## config.mk

```make
export PLATFORM = sky130hd
export DESIGN_NAME = map_ss_seq
export DESIGN_NICKNAME = d
export VERILOG_FILES = /design/src/rtl/map_ss_pkg.sv /design/src/rtl/map_ss_seq_m2_edge_sync.sv /design/src/rtl/map_ss_seq.sv
export SDC_FILE = /design/constraint.sdc
export NUM_CORES = 1
export LEC_CHECK = 0
export ABC_AREA = 1
export CORE_MARGIN = 3
export CORE_UTILIZATION = 55
export DETAILED_ROUTE_END_ITERATION = 8
export GPL_TIMING_DRIVEN = 0
export PLACE_DENSITY = 0.81
export SYNTH_ARGS = -nofsm -noshare
export SYNTH_HDL_FRONTEND = slang
export SYNTH_SLANG_ARGS = --single-unit
```

## constraint.sdc

```tcl
create_clock -name clk -period 3.6 [get_ports clk]
set_clock_uncertainty 0.05 [all_clocks]
set_input_delay 0.9 -clock clk [delete_from_list [all_inputs] [get_ports clk]]
set_output_delay 0.9 -clock clk [all_outputs]
set_load 0.05 [all_outputs]
```

## src/rtl/map_ss_pkg.sv

```systemverilog
// Shared definitions for the mapper save-state sequencer.
//   - FSM state encodings (legacy-style 4-bit constants plus a state type)
//   - error codes reported on err
//   - default ss_addr of the map_idx register
//   - helper that maps a walk index onto the mapper's ss_addr space
package map_ss_pkg;

    typedef logic [3:0] state_t;

    localparam state_t ST_IDLE   = 4'd0;
    localparam state_t ST_S_RD   = 4'd1;
    localparam state_t ST_S_BUF  = 4'd2;
    localparam state_t ST_R_CHK  = 4'd3;
    localparam state_t ST_R_BUF  = 4'd4;
    localparam state_t ST_R_HI   = 4'd5;
    localparam state_t ST_R_FALL = 4'd6;
    localparam state_t ST_FIN    = 4'd7;
    localparam state_t ST_ERR    = 4'd8;

    localparam logic [1:0] ERR_NONE = 2'd0;
    localparam logic [1:0] ERR_IDX  = 2'd1;
    localparam logic [1:0] ERR_TMO  = 2'd2;

    localparam int IDX_ADDR_DEF = 127;

    // Walk index n_regs is the map_idx slot, which lives at idx_addr in the
    // mapper window; every other index addresses its register directly.
    function automatic logic [7:0] ss_addr_for(input logic [7:0] idx,
                                               input int n_regs,
                                               input int idx_addr);
        return (idx == 8'(n_regs)) ? 8'(idx_addr) : idx;
    endfunction

endpackage

```

## src/rtl/map_ss_seq_m2_edge_sync.sv

```systemverilog
// m2_edge_sync: brings the NES M2 clock into the clk domain.
// Ports:
//   clk_i      system clock
//   rst_i      asynchronous reset, active high
//   m2_i       raw M2, asynchronous to clk_i
//   m2_s_o     M2 after a 2-flop synchronizer
//   m2_fall_o  one-clk pulse when m2_s_o goes 1 -> 0
module m2_edge_sync (
    input  logic clk_i,
    input  logic rst_i,
    input  logic m2_i,
    output logic m2_s_o,
    output logic m2_fall_o
);

    logic meta_q;
    logic sync_q;
    logic sync_dly_q;

    always_ff @(posedge clk_i or posedge rst_i) begin
        if (rst_i) begin
            meta_q     <= 1'b0;
            sync_q     <= 1'b0;
            sync_dly_q <= 1'b0;
        end else begin
            meta_q     <= m2_i;
            sync_q     <= meta_q;
            sync_dly_q <= sync_q;
        end
    end

    assign m2_s_o    = sync_q;
    assign m2_fall_o = sync_dly_q & ~sync_q;

endmodule

```

## src/rtl/map_ss_seq.sv

```systemverilog
// map_ss_seq: save-state sequencer for one mapper core.
// SAVE walks ss_addr 0..N_REGS-1 plus the map_idx register and streams every
// byte into the host buffer. RESTORE checks map_idx against the buffer, then
// writes the buffer back, each ss_we pulse spanning one falling edge of M2
// (mapper registers latch on negedge m2).
// Ports:
//   clk, rst                 clock, asynchronous active-high reset
//   m2                       NES M2 (asynchronous)
//   cmd_start, cmd_restore   command pulse and mode (0 save, 1 restore)
//   busy, done, err          status; err held until the next accepted command
//   ss_act, ss_we, ss_addr,
//   ss_wdat, ss_rdat         mapper save-state bus
//   buf_req, buf_we, buf_addr,
//   buf_wdat, buf_rdat, buf_ack  host buffer bus
//   dbg_state                current FSM state
//
// Buffer handshake: buf_req is the valid; once raised, buf_we/buf_addr/
// buf_wdat hold still until a clk edge samples buf_ack=1 (the ready), and
// that edge completes the access (buf_rdat is taken at the same edge).
// buf_ack seen while buf_req=0 completes nothing.
module map_ss_seq
    import map_ss_pkg::*;
#(
    parameter int N_REGS   = 3,
    parameter int IDX_ADDR = IDX_ADDR_DEF,
    parameter int RD_WAIT  = 2,
    parameter int M2_TMO   = 1023
) (
    input  logic       clk,
    input  logic       rst,
    input  logic       m2,
    input  logic       cmd_start,
    input  logic       cmd_restore,
    output logic       busy,
    output logic       done,
    output logic [1:0] err,
    output logic       ss_act,
    output logic       ss_we,
    output logic [7:0] ss_addr,
    output logic [7:0] ss_wdat,
    input  logic [7:0] ss_rdat,
    output logic       buf_req,
    output logic       buf_we,
    output logic [7:0] buf_addr,
    output logic [7:0] buf_wdat,
    input  logic [7:0] buf_rdat,
    input  logic       buf_ack,
    output logic [3:0] dbg_state
);

    localparam logic [7:0]  LAST_IDX = 8'(N_REGS);
    localparam logic [7:0]  LAST_WR  = 8'(N_REGS - 1);
    localparam logic [7:0]  IDX_A    = 8'(IDX_ADDR);
    localparam logic [10:0] RD_LAST  = 11'(RD_WAIT - 1);
    localparam logic [10:0] TMO_LAST = 11'(M2_TMO - 1);
    // An m2_fall seen in the first two R_FALL cycles belongs to an M2 edge
    // that happened before ss_we rose, so it cannot have latched the write.
    localparam logic [10:0] FALL_QUAL = 11'd2;

    logic m2_s;
    logic m2_fall;

    m2_edge_sync u_m2_sync (
        .clk_i    (clk),
        .rst_i    (rst),
        .m2_i     (m2),
        .m2_s_o   (m2_s),
        .m2_fall_o(m2_fall)
    );

    state_t      state_q,    state_d;
    logic [7:0]  idx_q,      idx_d;
    logic [10:0] cnt_q,      cnt_d;
    logic [1:0]  err_q,      err_d;
    logic        ss_act_q,   ss_act_d;
    logic        ss_we_q,    ss_we_d;
    logic [7:0]  ss_addr_q,  ss_addr_d;
    logic [7:0]  ss_wdat_q,  ss_wdat_d;
    logic        buf_req_q,  buf_req_d;
    logic        buf_we_q,   buf_we_d;
    logic [7:0]  buf_addr_q, buf_addr_d;
    logic [7:0]  buf_wdat_q, buf_wdat_d;
    logic        ackd_q,     ackd_d;
    logic [7:0]  chk_q,      chk_d;

    logic       ack;
    logic       have_idx;
    logic [7:0] buf_idx;

    assign ack      = buf_ack & buf_req_q;
    // In R_CHK the buffer byte may arrive before or after RD_WAIT expires.
    assign have_idx = ackd_q | ack;
    assign buf_idx  = ackd_q ? chk_q : buf_rdat;

    always_comb begin
        state_d    = state_q;
        idx_d      = idx_q;
        cnt_d      = cnt_q;
        err_d      = err_q;
        ss_act_d   = ss_act_q;
        ss_we_d    = ss_we_q;
        ss_addr_d  = ss_addr_q;
        ss_wdat_d  = ss_wdat_q;
        buf_req_d  = buf_req_q;
        buf_we_d   = buf_we_q;
        buf_addr_d = buf_addr_q;
        buf_wdat_d = buf_wdat_q;
        ackd_d     = ackd_q;
        chk_d      = chk_q;

        case (state_q)
            ST_IDLE: begin
                if (cmd_start) begin
                    err_d    = ERR_NONE;
                    idx_d    = 8'd0;
                    cnt_d    = 11'd0;
                    ss_act_d = 1'b1;
                    if (cmd_restore) begin
                        ss_addr_d  = IDX_A;
                        buf_req_d  = 1'b1;
                        buf_we_d   = 1'b0;
                        buf_addr_d = LAST_IDX;
                        ackd_d     = 1'b0;
                        state_d    = ST_R_CHK;
                    end else begin
                        ss_addr_d = ss_addr_for(8'd0, N_REGS, IDX_ADDR);
                        state_d   = ST_S_RD;
                    end
                end
            end

            ST_S_RD: begin
                if (cnt_q == RD_LAST) begin
                    buf_wdat_d = ss_rdat;
                    buf_req_d  = 1'b1;
                    buf_we_d   = 1'b1;
                    buf_addr_d = idx_q;
                    state_d    = ST_S_BUF;
                end else begin
                    cnt_d = cnt_q + 11'd1;
                end
            end

            ST_S_BUF: begin
                if (ack) begin
                    buf_req_d = 1'b0;
                    buf_we_d  = 1'b0;
                    if (idx_q == LAST_IDX) begin
                        ss_act_d = 1'b0;
                        state_d  = ST_FIN;
                    end else begin
                        idx_d     = idx_q + 8'd1;
                        ss_addr_d = ss_addr_for(idx_q + 8'd1, N_REGS, IDX_ADDR);
                        cnt_d     = 11'd0;
                        state_d   = ST_S_RD;
                    end
                end
            end

            ST_R_CHK: begin
                if (cnt_q != RD_LAST) begin
                    cnt_d = cnt_q + 11'd1;
                end
                if (ack) begin
                    buf_req_d = 1'b0;
                    ackd_d    = 1'b1;
                    chk_d     = buf_rdat;
                end
                if (have_idx && cnt_q == RD_LAST) begin
                    if (ss_rdat != buf_idx) begin
                        err_d    = ERR_IDX;
                        ss_act_d = 1'b0;
                        state_d  = ST_ERR;
                    end else begin
                        idx_d      = 8'd0;
                        buf_req_d  = 1'b1;
                        buf_we_d   = 1'b0;
                        buf_addr_d = 8'd0;
                        state_d    = ST_R_BUF;
                    end
                end
            end

            ST_R_BUF: begin
                if (ack) begin
                    buf_req_d = 1'b0;
                    ss_wdat_d = buf_rdat;
                    ss_addr_d = idx_q;
                    cnt_d     = 11'd0;
                    state_d   = ST_R_HI;
                end
            end

            ST_R_HI: begin
                // ss_addr/ss_wdat were loaded on entry, so they have been
                // stable for at least one clk before ss_we can rise here.
                if (m2_s) begin
                    ss_we_d = 1'b1;
                    cnt_d   = 11'd0;
                    state_d = ST_R_FALL;
                end else if (cnt_q == TMO_LAST) begin
                    err_d    = ERR_TMO;
                    ss_we_d  = 1'b0;
                    ss_act_d = 1'b0;
                    state_d  = ST_ERR;
                end else begin
                    cnt_d = cnt_q + 11'd1;
                end
            end

            ST_R_FALL: begin
                if (m2_fall && cnt_q >= FALL_QUAL) begin
                    ss_we_d = 1'b0;
                    if (idx_q == LAST_WR) begin
                        ss_act_d = 1'b0;
                        state_d  = ST_FIN;
                    end else begin
                        idx_d      = idx_q + 8'd1;
                        buf_req_d  = 1'b1;
                        buf_we_d   = 1'b0;
                        buf_addr_d = idx_q + 8'd1;
                        state_d    = ST_R_BUF;
                    end
                end else if (cnt_q == TMO_LAST) begin
                    err_d    = ERR_TMO;
                    ss_we_d  = 1'b0;
                    ss_act_d = 1'b0;
                    state_d  = ST_ERR;
                end else begin
                    cnt_d = cnt_q + 11'd1;
                end
            end

            ST_FIN: state_d = ST_IDLE;

            ST_ERR: state_d = ST_IDLE;

            default: begin
                ss_act_d  = 1'b0;
                ss_we_d   = 1'b0;
                buf_req_d = 1'b0;
                state_d   = ST_IDLE;
            end
        endcase
    end

    always_ff @(posedge clk or posedge rst) begin
        if (rst) begin
            state_q    <= ST_IDLE;
            idx_q      <= 8'd0;
            cnt_q      <= 11'd0;
            err_q      <= ERR_NONE;
            ss_act_q   <= 1'b0;
            ss_we_q    <= 1'b0;
            ss_addr_q  <= 8'd0;
            ss_wdat_q  <= 8'd0;
            buf_req_q  <= 1'b0;
            buf_we_q   <= 1'b0;
            buf_addr_q <= 8'd0;
            buf_wdat_q <= 8'd0;
            ackd_q     <= 1'b0;
            chk_q      <= 8'd0;
        end else begin
            state_q    <= state_d;
            idx_q      <= idx_d;
            cnt_q      <= cnt_d;
            err_q      <= err_d;
            ss_act_q   <= ss_act_d;
            ss_we_q    <= ss_we_d;
            ss_addr_q  <= ss_addr_d;
            ss_wdat_q  <= ss_wdat_d;
            buf_req_q  <= buf_req_d;
            buf_we_q   <= buf_we_d;
            buf_addr_q <= buf_addr_d;
            buf_wdat_q <= buf_wdat_d;
            ackd_q     <= ackd_d;
            chk_q      <= chk_d;
        end
    end

    assign busy      = (state_q != ST_IDLE);
    assign done      = (state_q == ST_FIN);
    assign err       = err_q;
    assign ss_act    = ss_act_q;
    assign ss_we     = ss_we_q;
    assign ss_addr   = ss_addr_q;
    assign ss_wdat   = ss_wdat_q;
    assign buf_req   = buf_req_q;
    assign buf_we    = buf_we_q;
    assign buf_addr  = buf_addr_q;
    assign buf_wdat  = buf_wdat_q;
    assign dbg_state = state_q;

endmodule

```

==> metrics, run 1 <==
Max rail drop VDD 0.000268 V; reg2reg setup slack 1.49 ns; Area contributors post-synth dfrtp_1, nand2_1, inv_1; Layout Utilization 70.4%; hold path start u_m2_sync.meta_q; count leader, synth nand2_1; Final ANT Viol Nets 0; final setup violation count 0; Die ar. 0.00940 mm²; site row count 32; TritonCTS clock tree yes; Ys Warns 0; detailed-route DRC error count 0; H-tree depth 3; hold endpoint u_m2_sync.m2_s_o; vias 4473; Synth Cell Area around 0.0045 mm²; most frequent cells after synthesis nand2_1, inv_1, dfrtp_1; Via density 5.40; min Tclk post-route 3.15 ns; Worst path slowest cell clkdlybuf4s50_1; IO buf count between 60 and 70; family with the most delay on the worst path buffers and inverters; Clock Pin Slew Worst Setup and Hold Paths ~0.08 ns; worst path bufs/invs 3; Starting Density 57.7%; cells along the critical path inv_1, nand2_4, nor2_2, inv_1, clkdlybuf4s50_1; Yosys reg bits 73; type of the worst setup path flop to output pin; syn_nets approximately 670; status finished, final reports clean; maximum root-to-sink buffer count 2; fill cell count 689; top cell type's share of synthesized area ~40%; Root Driver clkbuf_8; max incr delay on CP approximately 0.74 ns; antenna cells 0; Area after DPL 0.00533 mm²; Critical R2R Launch cnt_q[0]; vias in the first global route 4432; I/O Pins 66; area leader, netlist dfrtp_1; cell mode on critical path inv_1; largest net degree at the start of global routing 74; Final Non-Filler Cells 828; Synth cell types 38; Die Span Y between 90 and 100 µm; post-cts resize count 0; Mapped Cells 645; Die X 96.9 µm; first-pass GRT wire length between 20000 and 25000 µm; GP Congestion 0.935; initial antenna violation count 0; placed insts 812; Hold Path Depth 0; Critical Path Source Type flop; Worst-Skew Late Latency 0.35 ns; power density cells 294 mW/mm²; Max-slew headroom 40.7%; Req. time, crit path approximately 2.7 ns; Worst Setup SP dbg_state[2]; aggregate global routing overflow 0; DRT Wirelength about 12000 µm; hpwl dp 9390 µm; Post-Place Setup Slack 0.827 ns; drt first-iter violations around 340; share of synthesized registers carrying an async set or reset between 90% and 100%; clk sink count 73; worst slew pin tran a little under 0.9 ns; area delta synth->final 22.2%; dominant synthesized flop cell dfrtp_1; GRT Util Overall 26.9%; Overall Power about 1.6 mW; Hold Vio Cnt, Final 0; fin nets 749; maximum fanout along the worst path 6; Worst Hold Class flop to flop; Syn Area/Cell 7.05 µm²; Final Cycle Share 87.6%; number of synthesized flops with an enable pin 0; Worst EP arrival 2.20 ns; drt pass-1 iters 5; worst reg2reg path endpoint buf_addr[6]; static leakage power ~2.9 nW; R2R depth 12; PnR worst setup slack 0.448 ns; cts hold-fix bufs 0; postcts setup bufs 0; CP Capture Type output pin; Seq/Total Area, Yosys 40.2%; Slew Viols, Final 0; Fmax 0.317 GHz; Num CTS Buffers 9; DR WL/cell 14.7 µm; layout cells sized above 1 11.3%; Finished Cell Area between 0.005 and 0.006 mm²; MaxCap Viol Count 0; RSZ-0062 raised after global routing no; Core ar. 0.00789 mm²
[final cells by class]
class | count | area, µm² | share of cell area [%]
multi-input combinational | 472 | 2280 | 41.1
buffer | 15 | 116 | 2.09
timing repair buffer | 65 | 651 | 11.7
sequential | 73 | 1830 | 32.9
clock inverter | 6 | 90.1 | 1.62
clock buffer | 10 | 138 | 2.48
tap | 102 | 128 | 2.30
inverter | 85 | 324 | 5.83
[logic make-up (layout without fill, tap and decap cells)]
kind of cell               count (synthesis)  in the layout  synth area share, %
adders and majority gates                  6              6                 1.65
AOI/OAI and AO/OA                         93             93                 12.2
buffers and inverters                    100            181                 9.63
and+or+nand+nor                          367            367                 35.2
DFF                                       73             73                 40.2
xor gates and xnor gates                   6              6                 1.16
[worst reg2reg max path: stages (launching register included)]
cell,delay [ns]
dfrtp_1,0.41
inv_1,0.10
ha_1,0.23
nor3_1,0.22
nand2_1,0.10
nand2_1,0.18
nand2_1,0.12
nand2_2,0.16
nor2_2,0.08
nand2_2,0.12
buf_6,0.16
nand2_1,0.07
nand2_1,0.07
[registers in the layout, indices dropped and copies added (netlist names), 2 cells and up]
name / flops
buf_addr: 8
ss_wdat: 8
buf_wdat: 8
dbg_state: 4
chk_q: 8
idx_q: 8
err: 2
cnt_q: 11
ss_addr: 8
[power by group]
group | total, mW | switching [mW] | internal (mW)
Sequential | 0.822 | 0.00135 | 0.821
Combinational | 0.0736 | 0.0435 | 0.0302
Clock | 0.738 | 0.326 | 0.412
Total | 1.63 | 0.371 | 1.26
[how the worst max path moves through the flow]
stage	endpoint	slack, ns	cells after the start
after global routing	busy	0.33	5
final	busy	0.45	5
after detailed placement	busy	0.83	5
after global placement	buf_addr[3]	-0.38	2
after floorplan	ackd_q	0.80	1
after CTS	busy	0.44	5
[through the flow]
step | setup TNS, ns | hold WS (ns)
floorplan | 0 | 0.281
global placement | -27.64 | 0.283
detailed placement | 0 | 0.296
CTS | 0 | 0.313
global route | 0 | 0.322
finish | 0 | 0.313
[placed cells by master (no fill, tap or decap), drive strengths merged]
cell,n
ha,6
nor2,65
a221oi,1
a31oi,3
o22ai,6
o21ai,61
o221ai,1
buf,11
bufinv,2
nor3,3
a21boi,2
dfrtp,73
inv,86
clkinv,2
xnor2,1
clkdlybuf4s50,65
nor3b,1
or2,2
a21oi,13
and3,1
nand4,11
clkinvlp,1
nand2,227
nand3,56
nand3b,1
o211ai,3
clkbuf,14
a22oi,3
xor2,5
[per-layer routing]
metal	GRT usage (%)	share of wire, %	vias to the layer above
li1	-	-	2206
met1	34.6	44	2097
met2	45.8	49	142
met3	4.25	4.6	28
met4	9.61	2.5	0
met5	0	0	-
(Power assumes the default switching activity.)
==> run 2, diff against run 1 <==
--- a/config.mk
+++ b/config.mk
@@ -7,10 +7,11 @@
 export LEC_CHECK = 0
 export ABC_AREA = 1
 export CORE_MARGIN = 3
-export CORE_UTILIZATION = 55
+export CORE_UTILIZATION = 56
 export DETAILED_ROUTE_END_ITERATION = 8
 export GPL_TIMING_DRIVEN = 0
 export PLACE_DENSITY = 0.81
 export SYNTH_ARGS = -nofsm -noshare
 export SYNTH_HDL_FRONTEND = slang
+export SYNTH_HIERARCHICAL = 1
 export SYNTH_SLANG_ARGS = --single-unit
==> metrics, run 2 <==
status finished, final reports clean; combinational power share 4.3%; maximum fanout along the worst path 8; GRT Util Overall 29.6%; Net Sw Frac 21.8%; DRT Wirelength around 14000 µm; Reg power frac 46.4%; type of the worst setup path flop to output pin; TritonCTS clock tree yes; Syn Area/Cell 6.90 µm²; most frequent cells after synthesis nand2_1, dfrtp_1, inv_1; Hold Path Depth 0; share of synthesized registers carrying an async set or reset 100%; hold path start u_m2_sync/meta_q; Worst-Skew Late Latency 0.36 ns; Pint around 1.4 mW; Slew Viols, Final 0; Overall Power 1.77 mW; drt pass-1 iters 5; fin nets ~800; cts hold-fix bufs 0; Seq/Total Area, Yosys 38.8%; vias in the first global route 4816; GP Congestion 0.980; Die X about 100 µm; Synth cell types 37; worst slew pin tran 0.865 ns; Clock Pin Slew Worst Setup and Hold Paths approximately 0.080 ns; syn_nets between 700 and 800; site row count 32; commonest non-fill, non-tap cell in the layout nand2_1; count leader, synth nand2_1; leading cell types in the layout, fill and taps excluded nand2_1, dfrtp_1, inv_1; RSZ-0062 raised after global routing no; Worst Hold Class flop to flop; Root Driver clkbuf_8; I/O Pins 66; vias roughly 5000; maximum root-to-sink buffer count 2; hold endpoint u_m2_sync/m2_s_o; final setup violation count 0; min Tclk post-route 3.35 ns; Post-Place Setup Slack 0.708 ns; area delta synth->final 22.2%; H-tree depth 3; dominant synthesized flop cell dfrtp_1; post-cts resize count 0; number of synthesized flops with an enable pin 0; IO buf count 65; Max rail drop VDD 0.000238 V; Via density 5.71; clk sink count 73; clock share of power 49.2%; MaxCap Viol Count 0; Core ar. 0.00793 mm²; Ys Warns 6; PnR worst setup slack 0.248 ns; detailed-route DRC error count 0; Fmax 0.298 GHz; hpwl dp 10400 µm; Req. time, crit path ~2.7 ns; aggregate global routing overflow 0; Starting Density between 50 and 60%; drt first-iter violations 519; max incr delay on CP 0.75 ns; initial antenna violation count 0; Final ANT Viol Nets 0; Die ar. 0.00955 mm²; area leader, netlist dfrtp_1; antenna cells 0; postcts setup bufs 0; Critical Path Source Type flop; Top reg by flops cnt_q; max FFs per register 11; reg2reg setup slack 1.37 ns; Final Cycle Share between 90% and 100%; power density cells about 300 mW/mm²; R2R depth 13; Synth Cell Area 0.00471 mm²; P_sw a little under 400 µW; largest net degree at the start of global routing 71; cells along the critical path inv_2, nand2_1, nor2_1, inv_1, clkdlybuf4s50_1; Worst path slowest cell clkdlybuf4s50_1; top cell type's share of synthesized area between 30% and 40%; Hold Vio Cnt, Final 0; Max-slew headroom 42.3%; Area contributors post-synth dfrtp_1, nand2_1, inv_1; Layout Utilization 72.6%; CP Capture Type output pin; DR WL/cell roughly 16 µm; Yosys reg bits 73; Worst EP arrival 2.40 ns; Num CTS Buffers 9; worst reg2reg path endpoint cnt_q[5]; Mapped Cells 683; first-pass GRT wire length 23200 µm; Critical R2R Launch dbg_state[3]; layout cells sized above 1 10.1%; Die Span Y between 90 and 100 µm; static leakage power 2.86 nW
## run 2: changes by cell type in the layout (fill, tap and decap cells not counted), moves of 4 or more
cell and delta:
nand4_1 +6, nor2_1 +16, nand2_2 -8, nand2_1 +26, inv_1 -4
## run 2: cell families after synthesis
family,share of synthesized area (%)
flops,38.8
simple gates,39.4
compound gates,11.4
xor+xnor,0.743
buf+inv,8.36
fa+ha+maj,1.33
## run 2: layout make-up
class	instances	area [µm²]
multi-input cells	517	2490
fillers	659	2170
flip-flops and latches	73	1830
repair buffers	65	651
inverters	80	303
clock inverters	6	138
clock buffers	10	128
well taps	102	128
plain buffers	13	93.8
## run 2: per-stage QoR
stage | hold slack (ns) | instances | area, µm² | setup TNS (ns)
floorplan | 0.281 | 683 | 4710 | 0
global placement | 0.285 | 850 | 5490 | -18.69
detailed placement | 0.296 | 850 | 5490 | 0
CTS | 0.313 | 866 | 5760 | 0
global route | 0.314 | 866 | 5760 | 0
finish | 0.307 | 866 | 5760 | 0
## run 2: worst max path at each step
stage	startpoint	to	depth (start not counted)
6_report	dbg_state[0]	busy	5
5_1_grt	dbg_state[0]	busy	5
4_1_cts	dbg_state[0]	busy	5
3_5_place_dp	dbg_state[0]	busy	5
3_3_place_gp	rst	buf_addr[1]	2
2_1_floorplan	rst	ackd_q	1
## run 2: metal layers
metal	GRT usage, %	wire (µm)
met5	0	0
met4	12.7	375
met3	5.43	1110
met2	43.6	6120
met1	43.0	6090
## run 2: critical path: cells and delay by family (launching register included)
| kind | cells | cell delay (ns) |
|---|---|---|
| DFF | 1 | 0.51 |
| and+or+nand+nor | 2 | 0.41 |
| buffers and inverters | 3 | 1.12 |
## run 2: power groups by stage
stage               registers [mW]  logic, mW  clock network, mW
floorplan                    0.839     0.0369                  0
global placement             0.840     0.0736                  0
detailed placement           0.840     0.0758                  0
CTS                          0.823     0.0774              0.873
global route                 0.824     0.0858              0.915
finish                       0.823     0.0769              0.873
